## config.mk

```make
export PLATFORM = sky130hd
export DESIGN_NAME = alu_seq_ctrl
export DESIGN_NICKNAME = d
export VERILOG_FILES = /design/src/rtl/alu_pkg.sv /design/src/rtl/alu_seq_decode.sv /design/src/rtl/alu_seq_ctrl.sv
export SDC_FILE = /design/constraint.sdc
export NUM_CORES = 1
export LEC_CHECK = 0
export ABC_AREA = 1
export CORE_MARGIN = 2
export CORE_UTILIZATION = 39
export CTS_CLUSTER_DIAMETER = 100
export DETAILED_ROUTE_END_ITERATION = 8
export GPL_TIMING_DRIVEN = 0
export PLACE_DENSITY_LB_ADDON = 0.08
export RECOVER_POWER = 50
export SYNTH_ARGS = -nofsm -noshare
export SYNTH_HDL_FRONTEND = slang
export SYNTH_SLANG_ARGS = --single-unit
```

## constraint.sdc

```tcl
create_clock -name clk -period 1.77 [get_ports clk]
set_input_delay 0.354 -clock clk [delete_from_list [all_inputs] [get_ports clk]]
set_output_delay 0.354 -clock clk [all_outputs]
set_load 0.02 [all_outputs]
```

## src/rtl/alu_pkg.sv

```systemverilog
// Shared definitions for the 16-bit ALU sequencer.
// Holds the ALU function codes driven on alu_func and the instruction
// opcodes. It also holds the sequencer state encoding and a helper that
// zero-extends the 8-bit immediate field.
package alu_pkg;

  // ALU function codes
  localparam logic [2:0] FUNC_PASS_B = 3'b000;
  localparam logic [2:0] FUNC_ADD    = 3'b001;
  localparam logic [2:0] FUNC_SUB    = 3'b010;
  localparam logic [2:0] FUNC_AND    = 3'b011;
  localparam logic [2:0] FUNC_OR     = 3'b100;
  localparam logic [2:0] FUNC_SHL    = 3'b101;
  localparam logic [2:0] FUNC_SHR    = 3'b110;

  // Instruction opcodes (instr[15:12])
  localparam logic [3:0] OP_NOP  = 4'h0;
  localparam logic [3:0] OP_LDI  = 4'h1;
  localparam logic [3:0] OP_ADD  = 4'h2;
  localparam logic [3:0] OP_SUB  = 4'h3;
  localparam logic [3:0] OP_AND  = 4'h4;
  localparam logic [3:0] OP_OR   = 4'h5;
  localparam logic [3:0] OP_SHL  = 4'h6;
  localparam logic [3:0] OP_SHR  = 4'h7;
  localparam logic [3:0] OP_JMP  = 4'h8;
  localparam logic [3:0] OP_JZ   = 4'h9;
  localparam logic [3:0] OP_HALT = 4'hF;

  typedef enum logic [2:0] {
    ST_IDLE   = 3'd0,
    ST_FETCH  = 3'd1,
    ST_DECODE = 3'd2,
    ST_EXEC   = 3'd3,
    ST_WAIT   = 3'd4,
    ST_WB     = 3'd5,
    ST_HALT   = 3'd6,
    ST_ERR    = 3'd7
  } state_t;

  function automatic logic [15:0] zext_imm8(input logic [7:0] imm8);
    return {8'h00, imm8};
  endfunction

endpackage

```

## src/rtl/alu_seq_decode.sv

```systemverilog
// Combinational opcode decoder for alu_seq_ctrl.
// Ports:
//   opcode   in  4  instruction opcode field
//   alu_func out 3  ALU function code for ALU-class opcodes (pass-B otherwise)
//   imm_sel  out 1  B operand comes from the immediate (LDI only)
//   uses_alu out 1  opcode goes through EXEC/WAIT/WB
//   is_jmp   out 1  unconditional jump
//   is_jz    out 1  jump if zero flag set
//   is_halt  out 1  halt instruction
// Undefined opcodes decode to all-zero, which the sequencer treats as NOP.
module alu_seq_decode
  import alu_pkg::*;
(
  input  logic [3:0] opcode,
  output logic [2:0] alu_func,
  output logic       imm_sel,
  output logic       uses_alu,
  output logic       is_jmp,
  output logic       is_jz,
  output logic       is_halt
);

  // Opcode to control-field lookup
  always_comb begin
    alu_func = FUNC_PASS_B;
    imm_sel  = 1'b0;
    uses_alu = 1'b0;
    is_jmp   = 1'b0;
    is_jz    = 1'b0;
    is_halt  = 1'b0;
    case (opcode)
      OP_NOP:  begin end
      OP_LDI:  begin alu_func = FUNC_PASS_B; imm_sel = 1'b1; uses_alu = 1'b1; end
      OP_ADD:  begin alu_func = FUNC_ADD; uses_alu = 1'b1; end
      OP_SUB:  begin alu_func = FUNC_SUB; uses_alu = 1'b1; end
      OP_AND:  begin alu_func = FUNC_AND; uses_alu = 1'b1; end
      OP_OR:   begin alu_func = FUNC_OR;  uses_alu = 1'b1; end
      OP_SHL:  begin alu_func = FUNC_SHL; uses_alu = 1'b1; end
      OP_SHR:  begin alu_func = FUNC_SHR; uses_alu = 1'b1; end
      OP_JMP:  is_jmp  = 1'b1;
      OP_JZ:   is_jz   = 1'b1;
      OP_HALT: is_halt = 1'b1;
      default: begin end
    endcase
  end

endmodule

```

## src/rtl/alu_seq_ctrl.sv

```systemverilog
// Multicycle sequencer for the 16-bit ALU datapath.
// The sequencer fetches an instruction over a request/valid handshake and
// decodes it. ALU instructions then get a one-cycle alu_en, a bounded wait
// for alu_done and a one-cycle write-back strobe. The sequencer keeps its
// own zero flag, which is updated by SUB and tested by JZ.
// Ports:
//   clk, rst                synchronous active-high reset
//   start                   leave IDLE and fetch from pc=0
//   instr_req/addr/valid/data  instruction fetch handshake
//   rf_ra, rf_rb            register-file read addresses (rs, rt)
//   imm_sel, imm_out        immediate B operand select and value
//   alu_en, alu_func        one-cycle ALU enable and function code
//   alu_done, alu_result    ALU completion strobe and result
//   wb_en, wb_addr          one-cycle write-back strobe and target (rd)
//   zf, busy, halted, err   status
module alu_seq_ctrl
  import alu_pkg::*;
#(
  parameter int PC_W    = 8,
  parameter int TIMEOUT = 15
) (
  input  logic            clk,
  input  logic            rst,
  input  logic            start,
  output logic            instr_req,
  output logic [PC_W-1:0] instr_addr,
  input  logic            instr_valid,
  input  logic [15:0]     instr_data,
  output logic [3:0]      rf_ra,
  output logic [3:0]      rf_rb,
  output logic            imm_sel,
  output logic [15:0]     imm_out,
  output logic            alu_en,
  output logic [2:0]      alu_func,
  input  logic            alu_done,
  input  logic [15:0]     alu_result,
  output logic            wb_en,
  output logic [3:0]      wb_addr,
  output logic            zf,
  output logic            busy,
  output logic            halted,
  output logic            err
);

  localparam logic [PC_W-1:0] PC_ONE  = {{(PC_W-1){1'b0}}, 1'b1};
  // Last WAIT count value; reaching it without alu_done ends in ERR
  localparam logic [3:0]      CNT_END = 4'(TIMEOUT - 1);

  state_t          state_r;
  state_t          state_nxt;
  logic [PC_W-1:0] pc_r;
  logic [15:0]     ir_r;
  logic            zf_r;
  logic [3:0]      cnt_r;

  logic [2:0] dec_func;
  logic       dec_imm_sel;
  logic       dec_uses_alu;
  logic       dec_is_jmp;
  logic       dec_is_jz;
  logic       dec_is_halt;

  // The decoder always looks at the latched instruction, so its outputs stay
  // stable from DECODE through WB without extra holding registers.
  alu_seq_decode u_decode (
    .opcode   (ir_r[15:12]),
    .alu_func (dec_func),
    .imm_sel  (dec_imm_sel),
    .uses_alu (dec_uses_alu),
    .is_jmp   (dec_is_jmp),
    .is_jz    (dec_is_jz),
    .is_halt  (dec_is_halt)
  );

  // State register
  always_ff @(posedge clk) begin
    if (rst) begin
      state_r <= ST_IDLE;
    end else begin
      state_r <= state_nxt;
    end
  end

  // Next-state logic
  always_comb begin
    state_nxt = state_r;
    case (state_r)
      ST_IDLE: begin
        if (start) state_nxt = ST_FETCH;
        else       state_nxt = ST_IDLE;
      end
      ST_FETCH: begin
        if (instr_valid) state_nxt = ST_DECODE;
        else             state_nxt = ST_FETCH;
      end
      ST_DECODE: begin
        if (dec_is_halt)       state_nxt = ST_HALT;
        else if (dec_uses_alu) state_nxt = ST_EXEC;
        else                   state_nxt = ST_FETCH;
      end
      ST_EXEC: state_nxt = ST_WAIT;
      ST_WAIT: begin
        // A completion in the last allowed cycle still wins over timeout
        if (alu_done)               state_nxt = ST_WB;
        else if (cnt_r == CNT_END)  state_nxt = ST_ERR;
        else                        state_nxt = ST_WAIT;
      end
      ST_WB:   state_nxt = ST_FETCH;
      ST_HALT: state_nxt = ST_HALT;
      ST_ERR:  state_nxt = ST_ERR;
      default: state_nxt = ST_IDLE;
    endcase
  end

  // Datapath registers: pc, instruction register, zero flag, wait counter
  always_ff @(posedge clk) begin
    if (rst) begin
      pc_r  <= '0;
      ir_r  <= 16'h0000;
      zf_r  <= 1'b0;
      cnt_r <= 4'd0;
    end else begin
      case (state_r)
        ST_FETCH: begin
          if (instr_valid) ir_r <= instr_data;
        end
        ST_DECODE: begin
          if (dec_is_jmp || (dec_is_jz && zf_r)) begin
            pc_r <= PC_W'(ir_r[7:0]);
          end else if (!dec_uses_alu && !dec_is_halt) begin
            // NOP, untaken JZ and undefined opcodes fall through
            pc_r <= pc_r + PC_ONE;
          end
        end
        ST_EXEC: cnt_r <= 4'd0;
        ST_WAIT: begin
          if (alu_done) begin
            if (ir_r[15:12] == OP_SUB) zf_r <= (alu_result == 16'h0000);
          end else begin
            cnt_r <= cnt_r + 4'd1;
          end
        end
        ST_WB:   pc_r <= pc_r + PC_ONE;
        default: begin end
      endcase
    end
  end

  // Output decode from the current state
  always_comb begin
    instr_req  = 1'b0;
    instr_addr = pc_r;
    rf_ra      = 4'h0;
    rf_rb      = 4'h0;
    imm_sel    = 1'b0;
    imm_out    = 16'h0000;
    alu_en     = 1'b0;
    alu_func   = FUNC_PASS_B;
    wb_en      = 1'b0;
    wb_addr    = 4'h0;
    zf         = zf_r;
    busy       = 1'b0;
    halted     = 1'b0;
    err        = 1'b0;
    case (state_r)
      ST_FETCH: begin
        instr_req = 1'b1;
        busy      = 1'b1;
      end
      ST_DECODE, ST_EXEC, ST_WAIT, ST_WB: begin
        busy     = 1'b1;
        rf_ra    = ir_r[7:4];
        rf_rb    = ir_r[3:0];
        imm_sel  = dec_imm_sel;
        imm_out  = zext_imm8(ir_r[7:0]);
        alu_func = dec_func;
        wb_addr  = ir_r[11:8];
        alu_en   = (state_r == ST_EXEC);
        wb_en    = (state_r == ST_WB);
      end
      ST_HALT: halted = 1'b1;
      ST_ERR:  err    = 1'b1;
      default: begin end
    endcase
  end

endmodule

```

==> metrics <==
DR pass1 iterations 5; routed vias 2220; initial core utilization 40.58%; Clock Power Share 31.9%; maximum vdd drop approximately 0.34 mV; Final Skew 0.006397 ns; most used cell, CP buf_6; Cells after Synth slightly above 300; DP Area just under 3000 sq um; DP HPWL 4.090 mm; initial antenna violation count 0; fin crit period about 1.8 ns; CTS sink cnt 32; PD cells 504.9 nW/um^2; final setup vio count 11; IO Port Bufs 75; Hold Path Class flop to flop; Core ar. around 5000 sq um; status finished, violations left; Tot Pwr ~0.0017 W; clk_lat worst skew ~0.28 ns; synthesized area per cell between 6 and 7 sq um; Nets 450; CP peak stage delay between 0.3 and 0.4 ns; switching pwr around 0.00047 W; worst setup margin -0.06645 ns; Post-synth EDFFs 0; crit end category output port; cell internal pwr 0.001181 W; DR WL/cell 11.36 microns; slowest cell on the critical path dfxtp_4; Num CTS Buffers 5; fmax around 0.54 GHz; All-Layer GR Usage a little under a fifth; Yosys reg bits 32; critical path launch point type flop; DRC errors left 0; Clock Pin Slew Worst Setup and Hold Paths roughly 0.060 ns; sum of negative setup slack -0.5279 ns; Layout area overhead 57.11%; total die area around 5900 sq um; final hold vios 0; crit-path cells inv_6 > ha_4 > clkbuf_16 > nor2_4 > buf_6 > buf_6; Root Driver clkbuf_8; CTS tree built; maximum root-to-sink buffer count 2; DRT antenna net count 0; crit path buf inv count 4; hold slack final ~0.46 ns; Arrival @ worst endpoint about 1.5 ns; H-tree depth 2; Top FF cell, synth dfxtp_1; Cell Area, Synth about 2100 sq um; crit path max fanout 6; GRT overflow 0; drt first-iter violations 63; largest net degree at the start of global routing 18; combinational power share approximately a fifth; Placement Rows 26; GPL Wtd Cong ~0.83; Ports 84; critical path data required time about 1.4 ns; Max Slew Vio Count 0; Chip Width between 70 and 80 microns; Ys Warns 0; # diodes 0; Post-synth ARST share 0%; period utilization 103.8%; final instance area 3277 sq um; Lkg Pwr 1.434 nW; die height 77.13 microns; RSZ-0062 raised after global routing true; Setup WS pre-CTS -0.5929 ns; failing checks setup timing; share of layout cells above drive strength 1 roughly a quarter; CP top delay family buffers and inverters; vias in the first global route between 2000 and 2500; Sw Share between 20% and 30%; Reg power frac 47.1%; most common cell after layout, fill and taps aside nand2_1; sequential-to-total area share from yosys stat 30.71%; vias per cell around 4.7; Max-cap violations 0; Setup CP Type flop to output port; Routed WL between 5 and 6 mm; post-synth cell types 31; first-pass GRT wire length 9.128 mm; commonest cells after routing, fill and taps aside 54 x nand2_1, 45 x nor2_1, 44 x clkdlybuf4s50_1
[path summary, 6_finish.rpt]
path | startpoint | endpoint | slack [ns] | cells after the start
max | state_r[1] | rf_rb[0] | -0.07 | 6
min | ir_r[11] | ir_r[11] | 0.46 | 2
max reg2reg | state_r[1] | ir_r[14] | 0.07 | 9
min reg2reg | ir_r[11] | ir_r[11] | 0.46 | 2
[state kept, by name, indices dropped and copies added, names as in the netlist]
register / count
state_r: 3
ir_r: 16
instr_addr: 8
cnt_r: 4
zf: 1
[worst min-delay path, stage by stage (launching register included)]
cell and delay, ns:
dfxtp_1 0.30, inv_1 0.06, a21oi_1 0.05
[cell families after synthesis]
group	Yosys count	share of synthesized area, %
adders and majority gates	6	3.599
other	1	0.1798
and+or+nand+nor	162	38.21
buffers and inverters	62	15.72
DFF	32	30.71
AOI/OAI and AO/OA	46	11.16
xor gates and xnor gates	1	0.4200
[metrics by stage]
stage,std cells,utilization [%]
floorplan,317,-
global route,477,63.75
global placement,462,58.06
CTS,472,62.95
finish,477,63.75
detailed placement,462,58.06
[power groups by stage]
| stage | registers, W | logic (W) | clock network (W) |
|---|---|---|---|
| 3_5_place_dp | 0.000795 | 0.000335 | 0 |
| 4_1_cts | 0.000777 | 0.000348 | 0.000551 |
| 2_1_floorplan | 0.000792 | 0.000201 | 0 |
| 6_report | 0.000779 | 0.000348 | 0.000528 |
| 5_1_grt | 0.000784 | 0.000382 | 0.000576 |
| 3_3_place_gp | 0.000794 | 0.000331 | 0 |
[routing by layer]
| layer | GRT usage, % | wire (microns) |
|---|---|---|
| met1 | 22.42 | 2392 |
| met2 | 32.61 | 2614 |
| met5 | 0 | 0 |
| met4 | 5.714 | 59 |
| met3 | 4.706 | 354 |
[cell usage after synthesis (3+ instances only)]
cell type,number,area (sq um)
buf_4,17,127.6
nand3_1,12,60.06
dfxtp_1,32,640.6
buf_6,4,45.04
ha_1,6,75.07
inv_1,31,116.4
nor2_2,5,31.28
a21oi_1,22,110.1
nand2_2,6,37.54
o21ai_1,15,75.07
nand2_1,52,195.2
nand3b_1,3,22.52
nor3_1,5,25.02
nor2_1,57,214.0
o21ai_0,8,40.04
inv_2,6,22.52
nand4_1,12,75.07
[area by class of cell]
class                   count  area (sq um)
clock inverters             1         5.005
multi-input cells         223          1252
fillers                   487          1863
flip-flops and latches     32         649.4
inverters                  38         147.6
well taps                  70         87.58
clock buffers               6         72.57
plain buffers              23         219.0
repair buffers             84         843.3
[what timing repair did]
item,4_1_cts,5_1_grt
setup endpoints to repair,30,24
hold buffers,0,0
pin swaps,7,5
buffers inserted,3,5
resized for setup,172,14
cloned,1,0
(Power assumes the default switching activity.)
